==> src/rtl/trace_pkg.sv <==
// rtl/trace_pkg.sv - shared constants, types and frame byte selector for trace_uart_tx
// TRACE_PARITY_EN adds the PARITY bit state (8E1 framing).
package trace_pkg;

  localparam logic [7:0] SYNC_BYTE   = 8'hA5;
  localparam int         FRAME_BYTES = 18;

  typedef enum logic [1:0] {
    FR_IDLE,
    FR_LOAD,
    FR_SEND,
    FR_LAST
  } frame_state_t;

  typedef enum logic [2:0] {
    BIT_IDLE,
    BIT_START,
    BIT_DATA,
`ifdef TRACE_PARITY_EN
    BIT_PARITY,
`endif
    BIT_STOP
  } bit_state_t;

  typedef struct packed {
    logic [7:0]  flags;
    logic [31:0] pc;
    logic [31:0] alu;
    logic [31:0] r0;
    logic [31:0] r31;
  } snapshot_t;

  // Byte 0 is the sync marker; bytes 1..17 walk the snapshot from its MSB down.
  function automatic logic [7:0] frame_byte(input snapshot_t snap, input logic [4:0] idx);
    logic [135:0] v;
    if (idx == 5'd0) return SYNC_BYTE;
    v = snap >> (8 * (FRAME_BYTES - 1 - int'(idx)));
    return v[7:0];
  endfunction

endpackage

==> src/rtl/uart_byte_tx.sv <==
// rtl/uart_byte_tx.sv - single-byte UART shifter with baud counter and valid/ready handshake
// TRACE_PARITY_EN inserts an even parity bit after data bit 7.
module uart_byte_tx
  import trace_pkg::*;
#(
  parameter int CLK_DIV = 434
) (
  input  logic       clock,
  input  logic       reset,
  input  logic [7:0] byte_data,
  input  logic       byte_valid,
  output logic       byte_ready,
  output logic       byte_done,
  output logic       tx,
  output logic       busy
);

  bit_state_t  state, state_n;
  logic [15:0] baud_cnt, baud_cnt_n;
  logic [2:0]  bit_idx, bit_idx_n;
  logic [7:0]  shreg, shreg_n;
  logic        tx_n;
  logic        bit_end;
`ifdef TRACE_PARITY_EN
  logic        parity, parity_n;
`endif

  assign bit_end    = (baud_cnt == 16'(CLK_DIV - 1));
  assign byte_done  = (state == BIT_STOP) && bit_end;
  // Accepting during the last stop cycle keeps bytes of a frame gap-free.
  assign byte_ready = (state == BIT_IDLE) || byte_done;
  assign busy       = (state != BIT_IDLE);

  always_comb begin
    state_n    = state;
    baud_cnt_n = bit_end ? 16'd0 : baud_cnt + 16'd1;
    bit_idx_n  = bit_idx;
    shreg_n    = shreg;
    tx_n       = tx;
`ifdef TRACE_PARITY_EN
    parity_n   = parity;
`endif
    case (state)
      BIT_IDLE: begin
        baud_cnt_n = 16'd0;
        tx_n       = 1'b1;
      end
      BIT_START: if (bit_end) begin
        state_n   = BIT_DATA;
        bit_idx_n = 3'd0;
        tx_n      = shreg[0];
      end
      BIT_DATA: if (bit_end) begin
        shreg_n = {1'b0, shreg[7:1]};
        if (bit_idx == 3'd7) begin
`ifdef TRACE_PARITY_EN
          state_n = BIT_PARITY;
          tx_n    = parity;
`else
          state_n = BIT_STOP;
          tx_n    = 1'b1;
`endif
        end else begin
          bit_idx_n = bit_idx + 3'd1;
          tx_n      = shreg[1];
        end
      end
`ifdef TRACE_PARITY_EN
      BIT_PARITY: if (bit_end) begin
        state_n = BIT_STOP;
        tx_n    = 1'b1;
      end
`endif
      BIT_STOP: if (bit_end) begin
        state_n = BIT_IDLE;
        tx_n    = 1'b1;
      end
      default: state_n = BIT_IDLE;
    endcase
    if (byte_valid && byte_ready) begin
      state_n    = BIT_START;
      baud_cnt_n = 16'd0;
      shreg_n    = byte_data;
      tx_n       = 1'b0;
`ifdef TRACE_PARITY_EN
      parity_n   = ^byte_data;
`endif
    end
  end

  always_ff @(posedge clock or negedge reset) begin
    if (!reset) begin
      state    <= BIT_IDLE;
      baud_cnt <= 16'd0;
      bit_idx  <= 3'd0;
      shreg    <= 8'd0;
      tx       <= 1'b1;
`ifdef TRACE_PARITY_EN
      parity   <= 1'b0;
`endif
    end else begin
      state    <= state_n;
      baud_cnt <= baud_cnt_n;
      bit_idx  <= bit_idx_n;
      shreg    <= shreg_n;
      tx       <= tx_n;
`ifdef TRACE_PARITY_EN
      parity   <= parity_n;
`endif
    end
  end

endmodule

==> src/rtl/trace_uart_tx.sv <==
// rtl/trace_uart_tx.sv - trace snapshot FIFO, 18-byte frame sequencer and overflow tracking
// TRACE_PARITY_EN selects 8E1 framing in uart_byte_tx.
module trace_uart_tx
  import trace_pkg::*;
#(
  parameter int CLK_DIV    = 434,
  parameter int FIFO_DEPTH = 4
) (
  input  logic                          clock,
  input  logic                          reset,
  input  logic                          capture,
  input  logic [31:0]                   pc_in,
  input  logic [31:0]                   alu_in,
  input  logic [31:0]                   r0_in,
  input  logic [31:0]                   r31_in,
  input  logic                          wcond_in,
  input  logic                          ovf_clr,
  output logic                          tx,
  output logic                          busy,
  output logic [$clog2(FIFO_DEPTH):0]   level,
  output logic                          overflow
);

  localparam int             AW         = $clog2(FIFO_DEPTH);
  localparam logic [AW-1:0]  PTR_ONE    = AW'(1);
  localparam logic [AW:0]    LVL_ONE    = (AW + 1)'(1);
  localparam logic [AW:0]    FULL_LEVEL = (AW + 1)'(FIFO_DEPTH);
  localparam logic [4:0]     LAST_IDX   = 5'(FRAME_BYTES - 1);

  snapshot_t     mem [FIFO_DEPTH];
  logic [AW-1:0] wr_ptr, rd_ptr;
  logic          full, empty, push, pop, drop;
  logic          drop_pend;
  frame_state_t  state, state_n;
  logic [4:0]    byte_idx, byte_idx_n;
  snapshot_t     snap_buf;
  logic          byte_valid, byte_ready, byte_done;
  logic [7:0]    byte_data;

  assign full  = (level == FULL_LEVEL);
  assign empty = (level == '0);
  // A pop in the same cycle frees the slot, so a capture into a full FIFO still lands.
  assign push  = capture && (!full || pop);
  assign drop  = capture && full && !pop;

  always_ff @(posedge clock) begin
    if (push) mem[wr_ptr] <= '{flags: {6'b0, drop_pend, wcond_in},
                               pc: pc_in, alu: alu_in, r0: r0_in, r31: r31_in};
  end

  always_ff @(posedge clock or negedge reset) begin
    if (!reset) begin
      wr_ptr    <= '0;
      rd_ptr    <= '0;
      level     <= '0;
      drop_pend <= 1'b0;
      overflow  <= 1'b0;
      snap_buf  <= '0;
      state     <= FR_IDLE;
      byte_idx  <= 5'd0;
    end else begin
      if (push) wr_ptr <= wr_ptr + PTR_ONE;
      if (pop) begin
        rd_ptr   <= rd_ptr + PTR_ONE;
        snap_buf <= mem[rd_ptr];
      end
      case ({push, pop})
        2'b10:   level <= level + LVL_ONE;
        2'b01:   level <= level - LVL_ONE;
        default: level <= level;
      endcase
      if (push)      drop_pend <= 1'b0;
      else if (drop) drop_pend <= 1'b1;
      if (drop)         overflow <= 1'b1;
      else if (ovf_clr) overflow <= 1'b0;
      state    <= state_n;
      byte_idx <= byte_idx_n;
    end
  end

  // LAST waits for the final stop bit so frames are separated by exactly one idle cycle.
  always_comb begin
    state_n    = state;
    byte_idx_n = byte_idx;
    pop        = 1'b0;
    byte_valid = 1'b0;
    byte_data  = frame_byte(snap_buf, byte_idx);
    case (state)
      FR_IDLE: if (!empty) begin
        pop     = 1'b1;
        state_n = FR_LOAD;
      end
      FR_LOAD, FR_SEND: begin
        byte_valid = 1'b1;
        if (byte_ready) begin
          if (byte_idx == LAST_IDX) begin
            byte_idx_n = 5'd0;
            state_n    = FR_LAST;
          end else begin
            byte_idx_n = byte_idx + 5'd1;
            state_n    = FR_SEND;
          end
        end
      end
      FR_LAST: if (byte_done) begin
        if (!empty) begin
          pop     = 1'b1;
          state_n = FR_LOAD;
        end else begin
          state_n = FR_IDLE;
        end
      end
      default: state_n = FR_IDLE;
    endcase
  end

  uart_byte_tx #(
    .CLK_DIV (CLK_DIV)
  ) u_uart (
    .clock      (clock),
    .reset      (reset),
    .byte_data  (byte_data),
    .byte_valid (byte_valid),
    .byte_ready (byte_ready),
    .byte_done  (byte_done),
    .tx         (tx),
    .busy       (busy)
  );

endmodule
==> config.mk <==
export PLATFORM = sky130hd
export DESIGN_NAME = trace_uart_tx
export DESIGN_NICKNAME = d
export VERILOG_FILES = /design/src/rtl/trace_pkg.sv /design/src/rtl/uart_byte_tx.sv /design/src/rtl/trace_uart_tx.sv
export SDC_FILE = /design/constraint.sdc
export NUM_CORES = 1
export LEC_CHECK = 0
export ABC_AREA = 1
export BUFFER_PORTS_ARGS = -buffer_cell sky130_fd_sc_hd__buf_2
export CORE_MARGIN = 5
export CORE_UTILIZATION = 40
export CTS_CLUSTER_DIAMETER = 100
export DETAILED_ROUTE_END_ITERATION = 7
export HOLD_SLACK_MARGIN = 0.12
export PLACE_DENSITY = 0.59
export SLEW_MARGIN = 40
export SYNTH_ARGS = -nofsm -noshare
export SYNTH_HDL_FRONTEND = slang
export SYNTH_SLANG_ARGS = --single-unit
==> constraint.sdc <==
create_clock -name clock -period 19.34 [get_ports clock]
set_input_delay 1.934 -clock clock [delete_from_list [all_inputs] [get_ports clock]]
set_output_delay 1.934 -clock clock [all_outputs]
set_load 0.02 [all_outputs]
# Yosys cells after proc, flatten, opt, wreduce, memory -nomap -nowiden
# Memories as Yosys holds them, arrays and structs flattened. A register that Yosys moved wholly into a read port is not among the register bits.
# Index checks and enable logic that the tools add are counted.
# totals
reg_bits	55
input_bits	133
ram_bits	520
output_inout_bits	6
n_memories	1
wordCells	117
# classes
reduce_logical	29
n_mux	42
n_addsub	8
n_shift	1
eq_ne	23
# mem_list
name	words	width	rd	rd_ports_with_merged_regs	write_ports	line	text
mem	4	130	1	1	1	trace_uart_tx.sv:30	snapshot_t mem [FIFO_DEPTH];
# op_table
operator	count
$shr A136 B32 Y8	1
$mux W16	3
$mux W8	5
$mux W3	7
$mux W1	17
$add A16 B1 Y16 const B	1
$eq A16 B9 Y1 const B	1
$pmux W3 S2	2
$pmux W3 S4	1
$reduce_bool A2 Y1	6
$ne A3 B1 Y1 const B	3
$ne A2 B1 Y1 const B	4
$reduce_and A4 Y1	2
$add A3 B1 Y3 const B	2
$eq A2 B2 Y1 const B	3
$eq A3 B2 Y1 const B	2
$eq A3 B3 Y1 const B	2
$logic_not A3 Y1	2
$mux W2	3
$ne A2 B2 Y1 const B	3
$pmux W2 S3	1
$sub A5 B5 Y6 const A	1
$add A5 B1 Y5 const B	1
$eq A5 B5 Y1 const B	1
other kinds (19)	29

# Depth between registers and ports, before layout
# Gate-level depths: netlist of the first run.
# depth
depth_word	8
mapped_depth	16

# By module
# Synthesis of the first run repeated with hierarchy kept, for this count alone.
# unflattened
hier_cells	2397
area_unflattened_um2	28369.7
# by_module_without_submodules
mod	cells_each	seq_area_each_um2	instances	area_per_inst_um2
trace_uart_tx	2160	19268.5	1	26484.2
uart_byte_tx	237	752.0	1	1885.6

# Worst setup path after synthesis of the first run
# No wires, ideal clock.
# synth_timing
kind	input -> register
from	input capture
to	memory mem[0][0] (netlist bit), enable pin
slack_ps	11234
setup_ps	621
cell_stages	2
arrival_ps	7484
n_path_buf	0
cell_sequence	nand2_1 > nor2_1
# synth_between
elab_chain_cells	3
# synth_rtl
element	line	text
start: declaration	trace_uart_tx.sv:11	input logic capture,
$logic_and A1 B1 Y1	trace_uart_tx.sv:43	assign push = capture && (!full || pop);
$mux W1	trace_uart_tx.sv:47	if (push) mem[wr_ptr] <= '{flags: {6'b0, drop_pend, wcond_in},
$mux W1 (implied by the code)	trace_uart_tx.sv:47	
end: declaration	trace_uart_tx.sv:30	
# No other way between the ends.

# Worst setup path in the final report of the first run
# layout_timing
from	register u_uart.baud_cnt[1]
to	memory mem[0][83] (netlist bit), enable pin
# layout_between
elab_chain_cells	8
# layout_rtl
element	line	text
start: declaration	uart_byte_tx.sv:19	logic [15:0] baud_cnt, baud_cnt_n;
start signal: assignment	uart_byte_tx.sv:103	baud_cnt <= baud_cnt_n;
$eq A16 B9 Y1	uart_byte_tx.sv:28	assign bit_end = (baud_cnt == 16'(CLK_DIV - 1));
$logic_and A1 B1 Y1	uart_byte_tx.sv:29	assign byte_done = (state == BIT_STOP) && bit_end;
$mux W1	trace_uart_tx.sv:105	FR_LAST: if (byte_done) begin
$pmux W1 S2	trace_uart_tx.sv:88	case (state)
$logic_or A1 B1 Y1	trace_uart_tx.sv:43	
$logic_and A1 B1 Y1	trace_uart_tx.sv:43	
$mux W1	trace_uart_tx.sv:47	
$mux W1 (implied by the code)	trace_uart_tx.sv:47	
# No other way between the ends.

==> results of run 1 <==
-- placed cells by master, fill, tap and decap left out, drive strengths merged, types with 27 or more instances in the layout --
| cell type | count |
|---|---|
| nor2 | 343 |
| clkinv | 27 |
| o22ai | 131 |
| a21oi | 29 |
| inv | 130 |
| o211ai | 30 |
| o21ai | 379 |
| nand3 | 78 |
| clkbuf | 105 |
| buf | 162 |
| edfxtp | 520 |
| dfrtp | 175 |
| nand2 | 373 |
-- cell usage after synthesis (all sizes together), types with 2 or more instances --
master	n
edfxtp	520
o21ai	379
nand2	373
nor2	343
dfrtp	175
o22ai	131
inv	130
clkbuf	81
nand3	78
buf	59
o211ai	30
a21oi	29
ha	22
xor2	12
nor3	11
nand4	5
nor3b	5
a22o	2
clkinv	2
nor4	2
o31ai	2
-- final timing paths --
path                                               from                         to  slack (ns)  cells past startpoint
setup / recovery           u_uart.baud_cnt[1]$_DFF_PN0_       mem[0][83]$_DFFE_PP_       15.24                     13
hold / removal                snap_buf[111]$_DFFE_PN0P_  snap_buf[111]$_DFFE_PN0P_        0.48                      2
setup reg to reg           u_uart.baud_cnt[1]$_DFF_PN0_       mem[0][83]$_DFFE_PP_       15.24                     13
hold reg to reg               snap_buf[111]$_DFFE_PN0P_  snap_buf[111]$_DFFE_PN0P_        0.48                      2
max in group asynchronous                         reset      rd_ptr[0]$_DFFE_PN0P_       16.70                      3
min in group asynchronous                         reset   snap_buf[45]$_DFFE_PN0P_        1.21                      1
-- final cells by class --
type | count | area (um^2) | area share (%)
inverter | 132 | 514 | 1.61
multi-input combinational | 1428 | 6820 | 21.4
clock buffer | 104 | 2060 | 6.46
antenna | 4 | 10.0 | 0.0314
sequential | 696 | 20000 | 62.9
tap | 940 | 1180 | 3.69
clock inverter | 29 | 250 | 0.786
timing repair buffer | 163 | 990 | 3.11
-- state kept, by name, indices dropped and copies added, names as in the netlist --
| name | cells |
|---|---|
| mem | 520 |
| snap_buf | 130 |
| u_uart.baud_cnt | 16 |
| u_uart.shreg | 8 |
| byte_idx | 5 |
| level | 3 |
| u_uart.bit_idx | 3 |
| rd_ptr | 2 |
| state | 2 |
| u_uart.state | 2 |
| wr_ptr | 2 |
| drop_pend | 1 |
| overflow | 1 |
| u_uart.tx | 1 |
-- power groups by stage --
stage	registers [uW]	logic [uW]	clock network, uW
2_1_floorplan	1970	150	0
3_3_place_gp	1920	308	0
3_5_place_dp	1930	312	0
4_1_cts	1900	314	1380
5_1_grt	1910	334	1440
6_report	1900	303	1350
-- worst reg2reg max path, stage by stage, from the launching register on --
cell     delay [ns]
dfrtp_1        0.39
inv_1          0.06
ha_1           0.16
nand3_1        0.08
nor2_1         0.21
nand4_1        0.12
nand2_1        0.10
nand2_2        0.05
buf_4          0.33
nand2_1        0.25
nand2_1        0.33
nor2_4         0.19
buf_4          0.57
buf_4          0.80
-- logic make-up (layout without fill, tap and decap cells) --
family,after synthesis,count (layout),synth area share [%]
AO/OA/AOI/OAI,575,575,11.2
XOR/XNOR,13,13,0.406
adder cells (fa/ha/maj),23,23,1.05
buffers and inverters,272,428,4.32
flip-flops,696,696,71.5
other,0,4,0
AND/OR/NAND/NOR,817,817,11.5
-- through the flow --
step | cell area [um^2] | util (%) | total power, uW
global placement | 29400 | 42.1 | 2230
floorplan | 28000 | - | 2120
global route | 31800 | 45.6 | 3690
CTS | 31800 | 45.6 | 3590
detailed placement | 29500 | 42.3 | 2240
finish | 31800 | 45.6 | 3550
-- layer usage --
metal / routed length (um) / part of all wire (%) / up-vias / track usage (%)
met4: 1540 / 2.2 / 4 / 5.26
met3: 3490 / 5.0 / 98 / 2.89
met1: 30700 / 44 / 9189 / 25.0
li1: - / - / 8622 / -
met2: 34100 / 49 / 465 / 30.2
met5: 27 / 0.039 / - / 0
==> impl_metrics.toml, run 1 <==
[outcome]
outcome = "complete, no violations"

[sta]
slew_violations = 0
holdWs_ns = 0.477
setup_slack_ns = 15.24
setup_viol = 0
finalCritPeriodShare_pct = 21.2
fin_tns_setup_ns = 0
hold_violations = 0
rsz0062_at_grt = "false"
max_freq_ghz = 0.244
fin_crit_ns = 4.10
finClkSkew_ns = 0.0267
relSlewSlack_pct = 44.0
tightest_slew_ns = 0.840

[grt]
grt_pass1_vias = 18100
grt_pass1_wl_um = 107000
grt_max_degree = 155
grt_overflow = 0
grt_util_all_layers_pct = 18.2
antenna_found_initial = 6

[power]
p_seq_share_pct = 53.4
comb_power_share_pct = 8.5
clkPwrFrac_pct = 38.1
switchingPower_uw = 840
powerDensity_mw_per_mm2 = 112
p_int_uw = 2710
leakagePower_uw = 0.0118
switching_share_pct = 23.6
peakVddDrop_uv = 64.4

[clocking]
htreeDepth = 3
clock-sinks = 696
cts-root-buf = "clkbuf_16"
clockBufferDepth = 3
clk_pin_slew_ns = 0.06
ctsResizeCount = 0
tritoncts = "done"
cts-hold-fix-buffers = 0
cts_setup_buffers = 0
clock_latency_ns = 0.61
cts_buffers = 75

[synthesis]
netlist.area_leader.share_pct = 55.7
ys_ff_latch = 696
synth_edf_count = 520
syn_avg_cell_area_um2 = 11.7
yosys-top-cells-area = "edfxtp_1 (56%), dfrtp_1 (16%), o21ai_0 (5.6%)"
yosys_warnings = 0
async_reset_ff_share_pct = 25.3
netlist_area_mm2 = 0.0280
synthCells = 2396
yosysUniqueCellTypes = 36
synth_largest_area_cell = "edfxtp_1"
yosysSeqAreaShare_pct = 71.5
ys.flop_type = "edfxtp_1"
synth_nets = 2552

[detailed_routing]
drt-total-wl_um = 69900
viasPerCell = 5.26
drc_errors = 0
dr.pass1.iters = 5
drt.antenna.violating_nets = 0
wl_per_cell_um = 20.0
drt_iter0_markers = 1586
vias = 18400

[setup_path]
cp_top_family = "buffers and inverters"
startpoint_type = "flip-flop"
path_cells = "inv_1 -> ha_1 -> nand3_1 -> nor2_1 -> nand4_1 -> nand2_1 -> nand2_2 -> buf_4 -> nand2_1 -> nand2_1 -> nor2_4 -> buf_4 -> buf_4"
cpMaxStageDelayCell = "buf_4"
crit_arrival_ns = 4.31
path_class = "flip-flop to flip-flop"
worstPathRequired_ns = 19.56
critical_path_buf_inv_count = 4
critPathMaxStageDelay_ns = 0.74
worst_setup_path_end_kind = "flip-flop"
crit_fanout = 64

[layout]
fill_cells = 6354
drive_above_1_share_pct = 11.2
nets = 2652
stdcell_count = 3496
area.growth.synth_to_final_pct = 13.7

[floorplanning]
core-area_mm2 = 0.0698
fp.dieH_um = 275
die-area_mm2 = 0.0754
rows = 97
initial_core_util_pct = 40.1
ios = 139
fp.dieW_um = 275

[place]
portBuffers = 138
dp.cells = 3358
dp_hpwl_um = 41200
routabilityCongestion = 0.825
post-place-ws_ns = 14.92

[hold_path]
hold_class = "flip-flop to flip-flop"

[job]
drv_cap = 0
(Power assumes the default switching activity.)
==> inputs of run 2 (changes only) <==
--- a/config.mk
+++ b/config.mk
@@ -5,14 +5,14 @@
 export SDC_FILE = /design/constraint.sdc
 export NUM_CORES = 1
 export LEC_CHECK = 0
-export ABC_AREA = 1
+export ABC_AREA = 0
 export BUFFER_PORTS_ARGS = -buffer_cell sky130_fd_sc_hd__buf_2
 export CORE_MARGIN = 5
 export CORE_UTILIZATION = 40
 export CTS_CLUSTER_DIAMETER = 100
 export DETAILED_ROUTE_END_ITERATION = 7
 export HOLD_SLACK_MARGIN = 0.12
-export PLACE_DENSITY = 0.59
+export PLACE_DENSITY = 0.61
 export SLEW_MARGIN = 40
 export SYNTH_ARGS = -nofsm -noshare
 export SYNTH_HDL_FRONTEND = slang
==> constraint.sdc (replaced) <==
create_clock -name clock -period 3.55 [get_ports clock]
set_input_delay 0.355 -clock clock [delete_from_list [all_inputs] [get_ports clock]]
set_output_delay 0.355 -clock clock [all_outputs]
set_load 0.02 [all_outputs]
==> run 2 against run 1 <==
  * Clock power grew to 5.6 times the previous value
  * Non-clock buffer count up 156
  * Worst setup slack got worse by 15 ns
  * Final area grew 5.1%
  * Sequential share of layout area down 3.1 points
  * Largest cell class unchanged
  * Routed wire length fell by 17%
  * Critical path type unchanged
  * Die area fell by 1.7%
  * Count of clock-buffer cells in the layout shrank 4
  * Fmax increased by 43%
  * Largest power group unchanged
  * Power increased to 8.3 times the previous value
==> impl_metrics.toml, run 2 <==
[outcome]
outcome = "complete, no violations"

[sta]
tightest_slew_ns = 0.664
hold_violations = 0
finalCritPeriodShare_pct = 80.8
holdWs_ns = 0.181
slew_violations = 0
fin_crit_ns = 2.87
relSlewSlack_pct = 55.7
max_freq_ghz = 0.349
finClkSkew_ns = 0.0234
fin_tns_setup_ns = 0
setup_viol = 0
rsz0062_at_grt = "false"

[setup_path]
startpoint_type = "flip-flop"
worstPathRequired_ns = 3.86
worstReg2RegEnd = "mem[0][23]$_DFFE_PP_"
cp-startpoint = "u_uart.baud_cnt[1]$_DFF_PN0_"
worstSetupEndpoint = "mem[0][23]$_DFFE_PP_"
crit_fanout = 31
reg2reg_slack_ns = 0.68
worstRegToRegCells = 8
worst_setup_path_end_kind = "flip-flop"
r2r-start = "u_uart.baud_cnt[1]$_DFF_PN0_"
path_class = "flip-flop to flip-flop"
crit_arrival_ns = 3.18

[place]
dp_hpwl_um = 35900
portBuffers = 138
routabilityCongestion = 0.738

[grt]
grt_overflow = 0
grt_util_all_layers_pct = 15.7
grt_pass1_vias = 14400
antenna_found_initial = 3
grt_pass1_wl_um = 89000
grt_max_degree = 94

[synthesis]
async_reset_ff_share_pct = 25.3
syn_avg_cell_area_um2 = 20.9
synthCells = 1314
synth_nets = 1470
netlist_area_mm2 = 0.0275
netlist.area_leader.share_pct = 56.7
yosysMostFrequentCell = "edfxtp_1"
yosys_warnings = 0
yosys-top-cells-count = "edfxtp_1 (520), dfrtp_1 (175), mux4_2 (161), mux2_2 (81), mux2_4 (56)"
synth_edf_count = 520
ys_ff_latch = 696
yosysSeqAreaShare_pct = 72.7
yosysUniqueCellTypes = 59
synth_largest_area_cell = "edfxtp_1"
ys.flop_type = "edfxtp_1"
yosys-top-cells-area = "edfxtp_1 (57%), dfrtp_1 (16%), mux4_2 (13%)"

[power]
leakagePower_uw = 0.0122
peakVddDrop_uv = 432
powerDensity_mw_per_mm2 = 886

[layout]
layout_commonest_cell = "edfxtp_1"
fill_cells = 5561
area.growth.synth_to_final_pct = 21.6
most-common-layout-cells = "edfxtp_1 (520), dfrtp_1 (171), mux4_2 (161), buf_2 (137), dlygate4sd3_1 (133)"
largest_reg_flops = 520
top_register = "mem"
reg_top3 = "mem x520, snap_buf x130, u_uart.baud_cnt x16"
drive_above_1_share_pct = 36.2
nets = 1803

[clocking]
tritoncts = "done"
htreeDepth = 3
clk_pin_slew_ns = 0.06
clock-sinks = 696
cts_buffers = 75
cts_setup_buffers = 0
cts-root-buf = "clkbuf_16"
clockBufferDepth = 3
clock_latency_ns = 0.62

[detailed_routing]
drt_iter0_markers = 852
viasPerCell = 5.15
drt-total-wl_um = 57800
wl_per_cell_um = 22.3
drc_errors = 0
vias = 13300
dr.pass1.iters = 5
drt.antenna.violating_nets = 0

[floorplanning]
fp.dieH_um = 272
rows = 96
initial_core_util_pct = 40.2
die-area_mm2 = 0.0742
core-area_mm2 = 0.0685
ios = 139
fp.dieW_um = 272

[job]
drv_cap = 0

[hold_path]
hold_class = "input pin to asynchronous set/reset pin"
-- run 2: cell count changes after synthesis, sizes merged, moves of 52 or more --
cell and delta:
inv -106, nor2 -309, o21ai -365, nand3 -64, mux4 +161, clkbuf -52, o22ai -129, mux2 +137
nand2 -343
-- run 2: area by class of cell --
| class | count | area (um^2) | share of cell area (%) |
|---|---|---|---|
| inverters | 24 | 90.1 | 0.269 |
| diodes | 2 | 5.00 | 0.0150 |
| clock inverters | 38 | 355 | 1.06 |
| well taps | 882 | 1100 | 3.30 |
| flip-flops and latches | 696 | 20000 | 59.9 |
| clock buffers | 100 | 2080 | 6.22 |
| multi-input cells | 531 | 7070 | 21.1 |
| repair buffers | 319 | 2730 | 8.17 |
-- run 2: worst min-delay path by stage --
stage	startpoint	end	depth (start not counted)
finish	reset	snap_buf[79]$_DFFE_PN0P_	2
global route	reset	snap_buf[68]$_DFFE_PN0P_	2
floorplan	reset	byte_idx[0]$_DFFE_PN0P_	0
global placement	snap_buf[69]$_DFFE_PN0P_	snap_buf[69]$_DFFE_PN0P_	1
CTS	reset	snap_buf[76]$_DFFE_PN0P_	2
detailed placement	snap_buf[40]$_DFFE_PN0P_	snap_buf[40]$_DFFE_PN0P_	1
-- run 2: cells by family (layout without fill, tap and decap cells) --
family / count (synthesis) / count (layout) / synth area share (%)
DFF: 696 / 696 / 72.7
muxes: 315 / 315 / 20.2
and+or+nand+nor: 117 / 117 / 2.25
buffers and inverters: 87 / 481 / 1.68
AOI/OAI and AO/OA: 53 / 53 / 1.36
adders and majority gates: 23 / 23 / 1.07
xor gates and xnor gates: 23 / 23 / 0.732
other: 0 / 2 / 0
-- run 2: repair_timing --
item	CTS	global route
hold buffers	133	0
hold endpoints to repair	607	0
gates resized for setup	0	0
-- run 2: critical path: stages (launching register included) --
cell and delay, ns:
dfrtp_1 0.41, inv_1 0.08, ha_1 0.13, and4bb_2 0.28
and4_2 0.30, a31oi_1 0.14, a21oi_4 0.27, and2_4 0.63
buf_4 0.30
-- run 2: stage by stage --
step	util [%]	std cells	setup WS [ns]	power, uW	instance area [um^2]
after floorplan	-	1314	0.0673	19200	27500
after global placement	43.3	2317	0.734	22100	29600
after detailed placement	43.3	2318	0.689	22300	29700
after CTS	48.8	2589	0.649	30100	33400
after global routing	48.9	2591	0.541	31200	33500
final	48.9	2592	0.683	29600	33500
-- run 2: layer usage --
layer	vias up	GRT usage (%)	part of all wire [%]
li1	5958	-	-
met1	7075	21.0	43
met2	222	26.9	51
met3	83	2.52	3.5
met4	2	4.46	1.8
met5	-	0	0.023
-- run 2: report_power, final --
group	switching [uW]	leakage (uW)	internal, uW
combinational	4740	0.00413	5110
clock	3180	0.00119	4390
sequential	1020	0.00688	11200
total	8940	0.0122	20700
